`config.mk`:
```
export PLATFORM = sky130hd
export DESIGN_NAME = clock_set_ctrl
export DESIGN_NICKNAME = d
export VERILOG_FILES = /design/src/rtl/clock_set_ctrl_pkg.sv /design/src/rtl/clock_set_ctrl_button_event.sv /design/src/rtl/clock_set_ctrl.sv
export SDC_FILE = /design/constraint.sdc
export NUM_CORES = 1
export LEC_CHECK = 0
export CORE_MARGIN = 5
export CORE_UTILIZATION = 40
export DETAILED_ROUTE_END_ITERATION = 6
export PLACE_DENSITY = 0.57
export SLEW_MARGIN = 5
export SYNTH_ARGS = -nofsm -noshare
export SYNTH_HDL_FRONTEND = slang
export SYNTH_HIERARCHICAL = 1
export SYNTH_SLANG_ARGS = --single-unit
```
`constraint.sdc`:
```
create_clock -name clk -period 2.45 [get_ports clk]
set_input_delay 0.49 -clock clk [delete_from_list [all_inputs] [get_ports clk]]
set_output_delay 0.49 -clock clk [all_outputs]
set_load 0.1 [all_outputs]
```
`src/rtl/clock_set_ctrl_pkg.sv`:
```
// clock_pkg: shared types and constants for the clock set controller and
// the time counters it drives.
package clock_pkg;

  // Controller mode, also exported on the mode output.
  typedef enum logic [1:0] {
    RUN      = 2'd0,
    SET_HOUR = 2'd1,
    SET_MIN  = 2'd2
  } mode_t;

  // Field moduli of the seconds/minutes/hours counter chain.
  localparam int unsigned SEC_MAX  = 60;
  localparam int unsigned MIN_MAX  = 60;
  localparam int unsigned HOUR_MAX = 24;

  // Mode button cycles RUN -> SET_HOUR -> SET_MIN -> RUN.
  function automatic mode_t advance_mode(input mode_t m);
    case (m)
      RUN:      return SET_HOUR;
      SET_HOUR: return SET_MIN;
      default:  return RUN;
    endcase
  endfunction

endpackage

```
`src/rtl/clock_set_ctrl_button_event.sv`:
```
// button_event: turns a debounced button level into single-cycle events.
// The event is registered, so it appears one cycle after the rising edge
// is sampled. The previous-level register resets to 1 so a button held
// through reset never produces an event.
// Optional feature: CLOCK_AUTOREPEAT_EN adds hold-to-repeat events when
// REPEAT_EN is set on the instance; without the macro the repeat logic
// does not exist and the REPEAT_* parameters have no effect.
module button_event
  import clock_pkg::*;
#(
  parameter bit          REPEAT_EN     = 1'b0,
  parameter int unsigned REPEAT_DELAY  = 4,
  parameter int unsigned REPEAT_PERIOD = 2
) (
  input  logic clk,
  input  logic rst,
  input  logic btn_i,
  output logic evt_o
);

  logic btn_q;
  logic evt_q;
  logic evt_d;
  logic rise;

  assign rise = btn_i & ~btn_q;

`ifdef CLOCK_AUTOREPEAT_EN
  localparam int unsigned RPT_MAX = (REPEAT_DELAY > REPEAT_PERIOD) ? REPEAT_DELAY : REPEAT_PERIOD;
  localparam int unsigned RCNT_W  = (RPT_MAX > 1) ? $clog2(RPT_MAX) : 1;

  logic rpt_evt;

  if (REPEAT_EN) begin : g_rpt
    logic [RCNT_W-1:0] rcnt_q, rcnt_d;
    logic              armed_q, armed_d;

    // Countdown to the next repeat; only armed by a genuine press so a
    // button held through reset never auto-repeats.
    always_comb begin
      rcnt_d  = rcnt_q;
      armed_d = armed_q;
      rpt_evt = 1'b0;
      if (!btn_i) begin
        rcnt_d  = '0;
        armed_d = 1'b0;
      end else if (rise) begin
        rcnt_d  = RCNT_W'(REPEAT_DELAY - 1);
        armed_d = 1'b1;
      end else if (armed_q) begin
        if (rcnt_q == '0) begin
          rpt_evt = 1'b1;
          rcnt_d  = RCNT_W'(REPEAT_PERIOD - 1);
        end else begin
          rcnt_d = rcnt_q - RCNT_W'(1);
        end
      end
    end

    // Repeat counter state.
    always_ff @(posedge clk) begin
      if (!rst) begin
        rcnt_q  <= '0;
        armed_q <= 1'b0;
      end else begin
        rcnt_q  <= rcnt_d;
        armed_q <= armed_d;
      end
    end
  end else begin : g_norpt
    assign rpt_evt = 1'b0;
  end

  assign evt_d = rise | rpt_evt;
`else
  assign evt_d = rise;
`endif

  // Edge register and registered event pulse.
  always_ff @(posedge clk) begin
    if (!rst) begin
      btn_q <= 1'b1;
      evt_q <= 1'b0;
    end else begin
      btn_q <= btn_i;
      evt_q <= evt_d;
    end
  end

  assign evt_o = evt_q;

endmodule

```
`src/rtl/clock_set_ctrl.sv`:
```
// clock_set_ctrl: 1 Hz prescaler, counter-chain sequencing and the
// hour/minute setting FSM with idle timeout and field blinking.
// Optional feature: CLOCK_AUTOREPEAT_EN enables hold-to-repeat on btn_inc.
// All pulse and blank outputs are forced low while rst is asserted.
module clock_set_ctrl
  import clock_pkg::*;
#(
  parameter int unsigned CLK_HZ        = 50_000_000,
  parameter int unsigned TIMEOUT_S     = 10,
  parameter int unsigned REPEAT_DELAY  = CLK_HZ / 2,
  parameter int unsigned REPEAT_PERIOD = CLK_HZ / 8
) (
  input  logic       clk,
  input  logic       rst,
  input  logic       btn_mode,
  input  logic       btn_inc,
  input  logic       sec_rollover,
  input  logic       min_rollover,
  output logic       inc_sec,
  output logic       inc_min,
  output logic       inc_hour,
  output logic       sec_clr,
  output logic [1:0] mode,
  output logic       blank_hour,
  output logic       blank_min,
  output logic       tick_1hz
);

  localparam int unsigned PCNT_W = (CLK_HZ > 1) ? $clog2(CLK_HZ) : 1;
  localparam int unsigned TCNT_W = $clog2(TIMEOUT_S + 1);

  localparam logic [PCNT_W-1:0] P_LAST = PCNT_W'(CLK_HZ - 1);
  localparam logic [PCNT_W-1:0] P_HALF = PCNT_W'(CLK_HZ / 2 - 1);
  localparam logic [TCNT_W-1:0] T_LAST = TCNT_W'(TIMEOUT_S - 1);

  logic              evt_mode;
  logic              inc_evt;

  mode_t             state_q, state_d;
  logic [PCNT_W-1:0] pcnt_q, pcnt_d;
  logic [TCNT_W-1:0] tcnt_q, tcnt_d;
  logic              blink_q, blink_d;

  logic              tick_raw;
  logic              in_set;
  logic              timeout;
  logic              go_run;

  button_event #(
    .REPEAT_EN     (1'b0),
    .REPEAT_DELAY  (REPEAT_DELAY),
    .REPEAT_PERIOD (REPEAT_PERIOD)
  ) u_btn_mode (
    .clk   (clk),
    .rst   (rst),
    .btn_i (btn_mode),
    .evt_o (evt_mode)
  );

  button_event #(
    .REPEAT_EN     (1'b1),
    .REPEAT_DELAY  (REPEAT_DELAY),
    .REPEAT_PERIOD (REPEAT_PERIOD)
  ) u_btn_inc (
    .clk   (clk),
    .rst   (rst),
    .btn_i (btn_inc),
    .evt_o (inc_evt)
  );

  assign tick_raw = (pcnt_q == P_LAST);
  assign in_set   = (state_q != RUN);

  // Idle expiry lands on the tick that would bring tcnt to TIMEOUT_S; an
  // increment in the same cycle restarts the idle period instead.
  assign timeout  = in_set & tick_raw & ~inc_evt & (tcnt_q == T_LAST);

  // Next mode: a mode edge always advances exactly one step and so takes
  // precedence over a simultaneous timeout.
  always_comb begin
    state_d = state_q;
    if (evt_mode) begin
      state_d = advance_mode(state_q);
    end else if (timeout) begin
      state_d = RUN;
    end
  end

  assign go_run = in_set & (state_d == RUN);

  // Next values for prescaler, idle counter and blink phase.
  always_comb begin
    pcnt_d = pcnt_q + PCNT_W'(1);
    if (go_run || tick_raw) begin
      pcnt_d = '0;
    end

    tcnt_d = tcnt_q;
    if (!in_set || evt_mode || inc_evt) begin
      tcnt_d = '0;
    end else if (tick_raw) begin
      tcnt_d = tcnt_q + TCNT_W'(1);
    end

    blink_d = blink_q;
    if (inc_evt) begin
      blink_d = 1'b0;
    end else if (pcnt_q == P_HALF || tick_raw) begin
      blink_d = ~blink_q;
    end
  end

  // Free-running 1 Hz prescaler, realigned on every return to RUN.
  always_ff @(posedge clk) begin
    if (!rst) begin
      pcnt_q <= '0;
    end else begin
      pcnt_q <= pcnt_d;
    end
  end

  // Mode FSM with its idle timer and blink phase.
  always_ff @(posedge clk) begin
    if (!rst) begin
      state_q <= RUN;
      tcnt_q  <= '0;
      blink_q <= 1'b0;
    end else begin
      state_q <= state_d;
      tcnt_q  <= tcnt_d;
      blink_q <= blink_d;
    end
  end

  // Increment routing: the counter chain in RUN, the selected field while
  // setting. Minute wraps never reach the hours outside RUN.
  always_comb begin
    inc_sec  = 1'b0;
    inc_min  = 1'b0;
    inc_hour = 1'b0;
    if (rst) begin
      case (state_q)
        RUN: begin
          inc_sec  = tick_raw;
          inc_min  = sec_rollover;
          inc_hour = min_rollover;
        end
        SET_HOUR: inc_hour = inc_evt;
        SET_MIN:  inc_min  = inc_evt;
        default: ;
      endcase
    end
  end

  assign sec_clr    = rst & go_run;
  assign tick_1hz   = rst & tick_raw;
  assign blank_hour = rst & (state_q == SET_HOUR) & blink_q;
  assign blank_min  = rst & (state_q == SET_MIN) & blink_q;
  assign mode       = state_q;

endmodule

```
=== After elaboration in Yosys (flattened, before gate mapping) ===
Index checks and enable logic that the tools add are counted.
W data, S select, Z words.

* Bitwise logic cells: 17
* $mul: 0
* Multiplexer cells: 9
* Divide/modulo/power cells: 0
* Shift operators: 0
* Equality and inequality tests: 5
* Reduce and logical (&&, ||, !) cells: 11
* Magnitude comparators: 0
* $add $sub $neg: 2

{| class="wikitable"
|+ Operator list
! cell !! number
|-
| $add A26 B1 Y26 const B || 1
|-
| $eq A26 B25 Y1 const B || 1
|-
| $eq A26 B26 Y1 const B || 1
|-
| $and A1 B1 Y1 || 12
|-
| $reduce_or A2 Y1 || 3
|-
| $not A1 Y1 || 5
|-
| $add A4 B1 Y4 const B || 1
|-
| $eq A4 B4 Y1 const B || 1
|-
| $logic_not A2 Y1 || 2
|-
| $logic_or A1 B1 Y1 || 4
|-
| $mux W1 || 4
|-
| $mux W2 || 2
|-
| $pmux W1 S2 || 2
|-
| $pmux W2 S2 || 1
|-
| $eq A2 B1 Y1 const B || 1
|-
| $eq A2 B2 Y1 const B || 1
|-
| $reduce_bool A2 Y1 || 1
|-
| $logic_not A1 Y1 || 1
|}

* Input port bits: 6
* Bits in latches: 0
* Logic and storage cells: 52
* Flip-flop bits (word level): 37
* Memories kept: 0
* Output and inout port bits: 9
* Bits in writable memories: 0
* Bits in read-only memories: 0

=== Longest topological paths before layout ===
Gate-level depths: netlist of the first run.

* Word-level depth: 10
* Mapped depth: 7
* Gate-level depth less buffers: 5

=== By module ===
Netlist of the first run, hierarchy kept.

{| class="wikitable"
|+ By module, submodules not included
! module !! instances !! cells an instance !! seq. area each (um^2) !! area each (um^2)
|-
| clock_set_ctrl || 1 || 210 || 660.6 || 1749.2
|-
| button_event || 2 || 4 || 40.0 || 55.1
|}

=== Worst setup path after synthesis of the first run ===
No wires, ideal clock.

* Kind: reg2out
* Start point: register pcnt_q[18]
* End point: output inc_sec
* Arrival: 4.453 ns
* Path buffers: 2
* Stages on the path, launching flop included: 6
* Required time: 1.960 ns
* Setup slack: -2.493 ns
* Cells stage by stage: dfxtp_1 > buf_6 > or4b_4 > or4_4 > buf_6 > nor4_1

* Word-level cells in the longest chain between the ends: 3

{| class="wikitable"
|+ RTL lines
! what !! line !! text
|-
| start: declaration || clock_set_ctrl.sv:40 || <nowiki>logic [PCNT_W-1:0] pcnt_q, pcnt_d;</nowiki>
|-
| start signal: assignment || clock_set_ctrl.sv:118 || <nowiki>pcnt_q <= pcnt_d;</nowiki>
|-
| $eq A26 B26 Y1 || clock_set_ctrl.sv:71 || <nowiki>assign tick_raw = (pcnt_q == P_LAST);</nowiki>
|-
| $mux W1 || clock_set_ctrl.sv:142 || <nowiki>case (state_q)</nowiki>
|-
| $mux W1 || clock_set_ctrl.sv:141 || <nowiki>if (rst) begin</nowiki>
|-
| end: declaration || clock_set_ctrl.sv:19 || <nowiki>output logic inc_sec,</nowiki>
|}

Every way passes these cells.

=== Worst setup path after layout of the first run ===
* Start point: register pcnt_q[16]
* End point: output sec_clr

* Word-level cells in the longest chain between the ends: 9

{| class="wikitable"
|+ RTL lines
! what !! line !! text
|-
| $eq A26 B26 Y1 || clock_set_ctrl.sv:71 ||
|-
| $and A1 B1 Y1 (3 in a row) || clock_set_ctrl.sv:76 || <nowiki>assign timeout = in_set & tick_raw & ~inc_evt & (tcnt_q == T_LAST);</nowiki>
|-
| $mux W2 || clock_set_ctrl.sv:84 || <nowiki>end else if (timeout) begin</nowiki>
|-
| $mux W2 || clock_set_ctrl.sv:82 || <nowiki>if (evt_mode) begin</nowiki>
|-
| $logic_not A2 Y1 || clock_set_ctrl.sv:89 || <nowiki>assign go_run = in_set & (state_d == RUN);</nowiki>
|-
| $and A1 B1 Y1 || clock_set_ctrl.sv:89 ||
|-
| $and A1 B1 Y1 || clock_set_ctrl.sv:155 || <nowiki>assign sec_clr = rst & go_run;</nowiki>
|-
| end: declaration || clock_set_ctrl.sv:22 || <nowiki>output logic sec_clr,</nowiki>
|}

Every way passes these cells.

==> results of run 1 <==
## worst max-delay path, cell delays in order, from the launching register on
cell     delay [ns]
dfxtp_1        0.31
or4b_4         0.53
or4_4          0.53
nor3_2         0.12
buf_4          0.15
o221a_4        0.18
buf_12         0.17
## layer usage
| layer | part of all wire | wire length (um) | vias to the layer above | track usage |
|---|---|---|---|---|
| met5 | 0 | 0 | - | 0 |
| met4 | 0.013 | 57 | 0 | 0.0559 |
| met3 | 0.027 | 118 | 4 | 0.0378 |
| met2 | 0.50 | 2130 | 14 | 0.263 |
| met1 | 0.46 | 1990 | 825 | 0.197 |
| li1 | - | - | 873 | - |
## sequential cells by signal, summed over array words and instances, names as in the netlist
| signal | flops |
|---|---|
| u_btn_mode/evt_o | 1 |
| mode | 2 |
| tcnt_q | 4 |
| u_btn_inc/evt_o | 1 |
| u_btn_inc/btn_q | 1 |
| pcnt_q | 26 |
| blink_q | 1 |
| u_btn_mode/btn_q | 1 |
## cells by family after synthesis
kind of cell             after synthesis
AO/OA/AOI/OAI                         40
XOR/XNOR                              11
adder cells (fa/ha/maj)                3
buffers and inverters                 18
flip-flops                            37
multiplexers                           3
AND/OR/NAND/NOR                      106
## synth_stat cells, drive strengths merged, types with 5 or more instances
cell | count | share of area
dfxtp | 37 | 0.40
or4 | 12 | 0.050
o31ai | 8 | 0.032
inv | 5 | 0.010
xor2 | 7 | 0.033
or3 | 9 | 0.031
clkbuf | 10 | 0.020
nand2 | 13 | 0.026
o21ai | 11 | 0.030
nand4 | 8 | 0.027
and4 | 5 | 0.024
nand2b | 5 | 0.017
nand3 | 15 | 0.040
a21oi | 16 | 0.043
nor2 | 21 | 0.042
## cell type report
class,instances,area (um2),area share
Tap cell,52,65.1,0.0276
Multi-Input combinational cell,163,1090,0.461
Sequential cell,37,744,0.316
Clock buffer,8,80.1,0.0340
Timing Repair Buffer,35,363,0.154
Inverter,5,18.8,0.00796
## final timing paths
| path | from | end | depth (start not counted) |
|---|---|---|---|
| worst min-delay path | tcnt_q[3]$_SDFFE_PP0N_ | tcnt_q[3]$_SDFFE_PP0N_ | 2 |
| worst max-delay path | pcnt_q[16]$_SDFF_PP0_ | sec_clr | 6 |
| worst max register to register | pcnt_q[9]$_SDFF_PP0_ | blink_q$_SDFFE_PP0P_ | 5 |
| worst min register to register | tcnt_q[3]$_SDFFE_PP0N_ | tcnt_q[3]$_SDFFE_PP0N_ | 2 |
## repair_timing
action                                  4_1_cts  5_1_grt
endpoints found under the setup margin        3        3
gates resized for setup                       3        0
pin swaps                                     3        0
buffers inserted                              0        0
## per-stage QoR
step	cell area (um2)	hold slack [ns]
6_report	2360	0.488
5_1_grt	2360	0.516
4_1_cts	2360	0.492
3_5_place_dp	2270	0.476
3_3_place_gp	2270	0.456
2_1_floorplan	1910	0.437
## power by group through the flow
stage	registers [mW]	logic [mW]	clock network, mW
CTS	0.618	0.0751	0.415
global placement	0.630	0.0729	0
global route	0.619	0.0790	0.439
detailed placement	0.631	0.0750	0
finish	0.618	0.0742	0.400
floorplan	0.632	0.0440	0
==> results.toml, run 1 <==
[timing]
hold_viol = 0
timing.fmax_mhz = 360
drv_slew = 0
setup_slack_ns = -0.324
setup_viol = 3
setup-tns-final_ns = -0.743
tightest_slew_ns = 0.546
relSlewSlack = 0.632
fin_skew_ns = 0.00991
finalCriticalPeriod_ns = 2.77
rsz0062_at_grt = "true"
final.period_utilization = 1.13

[grt]
antenna_found_initial = 0
overflow = 0
grt_pass1_wl_um = 7760
grt_pass1_vias = 1702
grt_usage = 0.157
grt_max_degree = 16

[synth]
async_reset_ff_frac = 0
synth_edf_count = 0
ys_types = 40
synth_top_family_by_area = "simple AND/OR/NAND/NOR gates"
synth-compound-area-share = 0.129
syn-cell-area_um2 = 1860
synth.area.mux_share = 0.0168
synth-xor-area-share = 0.0518
avgSynthCellArea_um2 = 8.53
synthSimpleGateAreaFrac = 0.337
synth-main-ff-cell = "dfxtp_1"
synth_fa_ha_area_frac = 0.0202
ys_seq_area_frac = 0.398
synth_seq_cells = 37
synth-warning-count = 6
synth_nets = 227
syn_inst = 218

[power_and_ir_drop]
net-switching-power_uw = 251
p_sw_frac = 0.230
p_total_mw = 1.09
combPwrFrac = 0.068
intPower_uw = 841
peakVddDrop_v = 0.000366
leakage_nw = 0.838
pwr-share-seq = 0.566
power_density_nw_per_um2 = 463
pwr-share-clk = 0.367

[cells_and_area]
area_growth_syn_to_layout_pct = 26.9
stdcell_count = 300
final_cell_mix = "34 x dfxtp_1, 23 x buf_4, 19 x nor2_1, 16 x a21oi_1, 15 x nand3_1"
layout.core_utilization = 0.531
drive_above_1_share = 0.210
fillers = 435
nNetsFinal = 256
diodes = 0
final_common_cell = "dfxtp_1"

[critical_path]
timing_worst_setup_path_type = "flip-flop to output port"
critPathArrivalTime_ns = 2.28
path_max_fanout = 3
reg2reg_slack_ns = 0.18
critical_path_required_ns = 1.96
cp-end-kind = "output port"
worst_setup_path_start_kind = "flip-flop"

[route]
viasPerCell = 5.72
detail_route.first_pass.iterations = 4
wl_um = 4290
ant_nets = 0
drt-initial-drc-count = 83
vias = 1716
drc = 0
wire_per_inst_um = 14.3

[clocking]
tritoncts = "done"
numCtsBuffers = 5
clockBufferDepth = 2
cts_hold_buf = 0
clk_latency_ns = 0.29
cts-root-buf = "clkbuf_8"
clkTransAtPathRegs_ns = 0.07
cts.sinks = 37
h-tree-depth = 2

[placement]
dpl.hpwl_um = 3340
preCtsSetupSlack_ns = -0.145
gp_congestion = 0.856
place_inst = 292
io_buffers = 14

[hold_path]
hold_class = "flip-flop to flip-flop"

[floorplan]
row_count = 24
dieArea_um2 = 6110
die_h_um = 78.2
core_area_um2 = 4440
die_x_um = 78.2
top_level_ports = 15
start_util = 0.418

[run]
drv_cap = 0

[outcome]
violations = "negative setup slack"
status = "finished, violations left"
Note: power is estimated with default switching activity, not from simulation.
==> run 2, diff against run 1 <==
--- a/config.mk
+++ b/config.mk
@@ -5,6 +5,8 @@
 export SDC_FILE = /design/constraint.sdc
 export NUM_CORES = 1
 export LEC_CHECK = 0
+export ABC_CLOCK_PERIOD_IN_PS = 2450
+export CAP_MARGIN = 20
 export CORE_MARGIN = 5
 export CORE_UTILIZATION = 40
 export DETAILED_ROUTE_END_ITERATION = 6
==> results of run 2 <==
Same layout as run 1: the final DEF is identical, and so are final timing and power.
==> run 3, diff against run 2 <==
--- a/config.mk
+++ b/config.mk
@@ -5,12 +5,12 @@
 export SDC_FILE = /design/constraint.sdc
 export NUM_CORES = 1
 export LEC_CHECK = 0
-export ABC_CLOCK_PERIOD_IN_PS = 2450
+export ABC_CLOCK_PERIOD_IN_PS = 3100
 export CAP_MARGIN = 20
 export CORE_MARGIN = 5
 export CORE_UTILIZATION = 40
 export DETAILED_ROUTE_END_ITERATION = 6
-export PLACE_DENSITY = 0.57
+export PLACE_DENSITY = 0.54
 export SLEW_MARGIN = 5
 export SYNTH_ARGS = -nofsm -noshare
 export SYNTH_HDL_FRONTEND = slang
==> constraint.sdc (replaced) <==
create_clock -name clk -period 3.1 [get_ports clk]
set_input_delay 0.62 -clock clk [delete_from_list [all_inputs] [get_ports clk]]
set_output_delay 0.62 -clock clk [all_outputs]
set_load 0.1 [all_outputs]
==> results.toml, run 3 (synthesized netlist as in run 1, its figures left out) <==
[placement]
gp_congestion = 0.850
dpl.hpwl_um = 3210
io_buffers = 14
place_area_um2 = 2120

[clocking]
clk_latency_ns = 0.28
clkTransAtPathRegs_ns = 0.07
clockBufferDepth = 2
h-tree-depth = 2
cts_setup_buffers = 0
cts-root-buf = "clkbuf_8"
tritoncts = "done"
cts.sinks = 37
numCtsBuffers = 5

[power_and_ir_drop]
power_density_nw_per_um2 = 393
pwr-share-clk = 0.381
p_sw_frac = 0.227
net-switching-power_uw = 199
leakage_nw = 0.752
pwr-share-seq = 0.556
intPower_uw = 678
combPwrFrac = 0.063
peakVddDrop_v = 0.000250

[route]
detail_route.first_pass.iterations = 4
drc = 0
wire_per_inst_um = 14.9
highest_layer = "met4"
wl_met2_um = 2080
viasPerCell = 5.82
route.met3.wl_um = 134
drt-initial-drc-count = 141
ant_nets = 0
wl_um = 4220
wl_met1_um = 1940
vias = 1646

[floorplan]
die_h_um = 78.2
core_area_um2 = 4440
start_util = 0.418
die_x_um = 78.2
row_count = 24
dieArea_um2 = 6110
top_level_ports = 15

[timing]
setup-tns-final_ns = 0
final.period_utilization = 0.977
timing.fmax_mhz = 330
fin_skew_ns = 0.00879
finalCriticalPeriod_ns = 3.03
relSlewSlack = 0.669
drv_slew = 0
hold_viol = 0
setup_viol = 0
tightest_slew_ns = 0.492

[cells_and_area]
fin_area_um2 = 2230
final_common_cell = "dfxtp_1"
layout.core_utilization = 0.503
final_cell_mix = "34 x dfxtp_1, 19 x nor2_1, 16 x a21oi_1, 15 x nand3_1, 13 x nand2_1"
drive_above_1_share = 0.160
area_growth_syn_to_layout_pct = 20.1
diodes = 0
largest_reg_flops = 26
nNetsFinal = 240
top_register = "pcnt_q"

[critical_path]
critical_path_required_ns = 2.48
worst_setup_path_start_kind = "flip-flop"
path_max_fanout = 10
critPathArrivalTime_ns = 2.41
cp-end-kind = "output port"
timing_worst_setup_path_type = "flip-flop to output port"

[hold_path]
hold_class = "flip-flop to flip-flop"

[outcome]
status = "finished clean"

[grt]
overflow = 0
grt_max_degree = 19
grt_pass1_vias = 1604
antenna_found_initial = 0
grt_usage = 0.150
grt_pass1_wl_um = 7470

[run]
drv_cap = 0
## run 3: cell types whose count changed in the layout (fill, tap and decap cells not counted)
cell / before / now
and3_1: 3 / 4
nor3_2: 1 / 0
clkbuf_1: 3 / 0
clkbuf_8: 5 / 6
and3_2: 1 / 0
buf_4: 23 / 7
o221a_4: 1 / 0
clkinvlp_4: 0 / 1
nor2_4: 1 / 0
o221a_2: 0 / 1
nor3_4: 0 / 1
nor3b_2: 0 / 1
nor2_2: 1 / 2
nor3b_4: 1 / 0
## run 3: stage by stage
stage / power (mW) / hold slack [ns] / cells / worst slack, ns
CTS: 0.895 / 0.478 / 283 / 0.0300
global placement: 0.552 / 0.450 / 276 / 0.287
floorplan: 0.532 / 0.437 / 218 / -0.164
finish: 0.878 / 0.474 / 283 / 0.0705
global route: 0.926 / 0.510 / 283 / -0.00104
detailed placement: 0.555 / 0.462 / 276 / 0.244
## run 3: power groups by stage
| stage | sequential (mW) | combinational (mW) | clock [mW] |
|---|---|---|---|
| after floorplan | 0.500 | 0.0324 | 0 |
| after global placement | 0.498 | 0.0544 | 0 |
| after detailed placement | 0.499 | 0.0559 | 0 |
| after CTS | 0.487 | 0.0560 | 0.352 |
| after global routing | 0.488 | 0.0590 | 0.379 |
| final | 0.488 | 0.0553 | 0.335 |
## run 3: metal layers
metal  GRT usage  up-vias
li1            -      831
met1       0.192      787
met2       0.249       22
met3      0.0320        6
met4      0.0507        0
met5           0        -
## run 3: area by class of cell
cell class,instances,area (um2)
clock buffer,6,82.6
clock inverter,1,7.51
fill,422,2210
inverter,5,18.8
multi-input combinational,163,1070
sequential,37,744
tap,52,65.1
timing repair buffer,19,243
## run 3: what timing repair did
action / in CTS / in global routing
gates cloned: 0 / 0
endpoints found under the setup margin: 1 / 2
pin swaps: 0 / 0
hold buffers: 0 / 0
gates resized for setup: 1 / 5
## run 3: final timing paths
kind,startpoint,to,slack [ns],depth (start not counted)
min reg2reg,pcnt_q[0]$_SDFF_PP0_,pcnt_q[0]$_SDFF_PP0_,0.47,1
min,pcnt_q[0]$_SDFF_PP0_,pcnt_q[0]$_SDFF_PP0_,0.47,1
max,pcnt_q[18]$_SDFF_PP0_,inc_sec,0.07,5
max reg2reg,pcnt_q[18]$_SDFF_PP0_,tcnt_q[3]$_SDFFE_PP0N_,0.76,5
## run 3: worst max-delay path, stage by stage, from the launching register on
cell and delay (ns):
dfxtp_2 0.36, or4b_4 0.54, or4_4 0.55, buf_4 0.19
nor4_4 0.26, buf_12 0.21
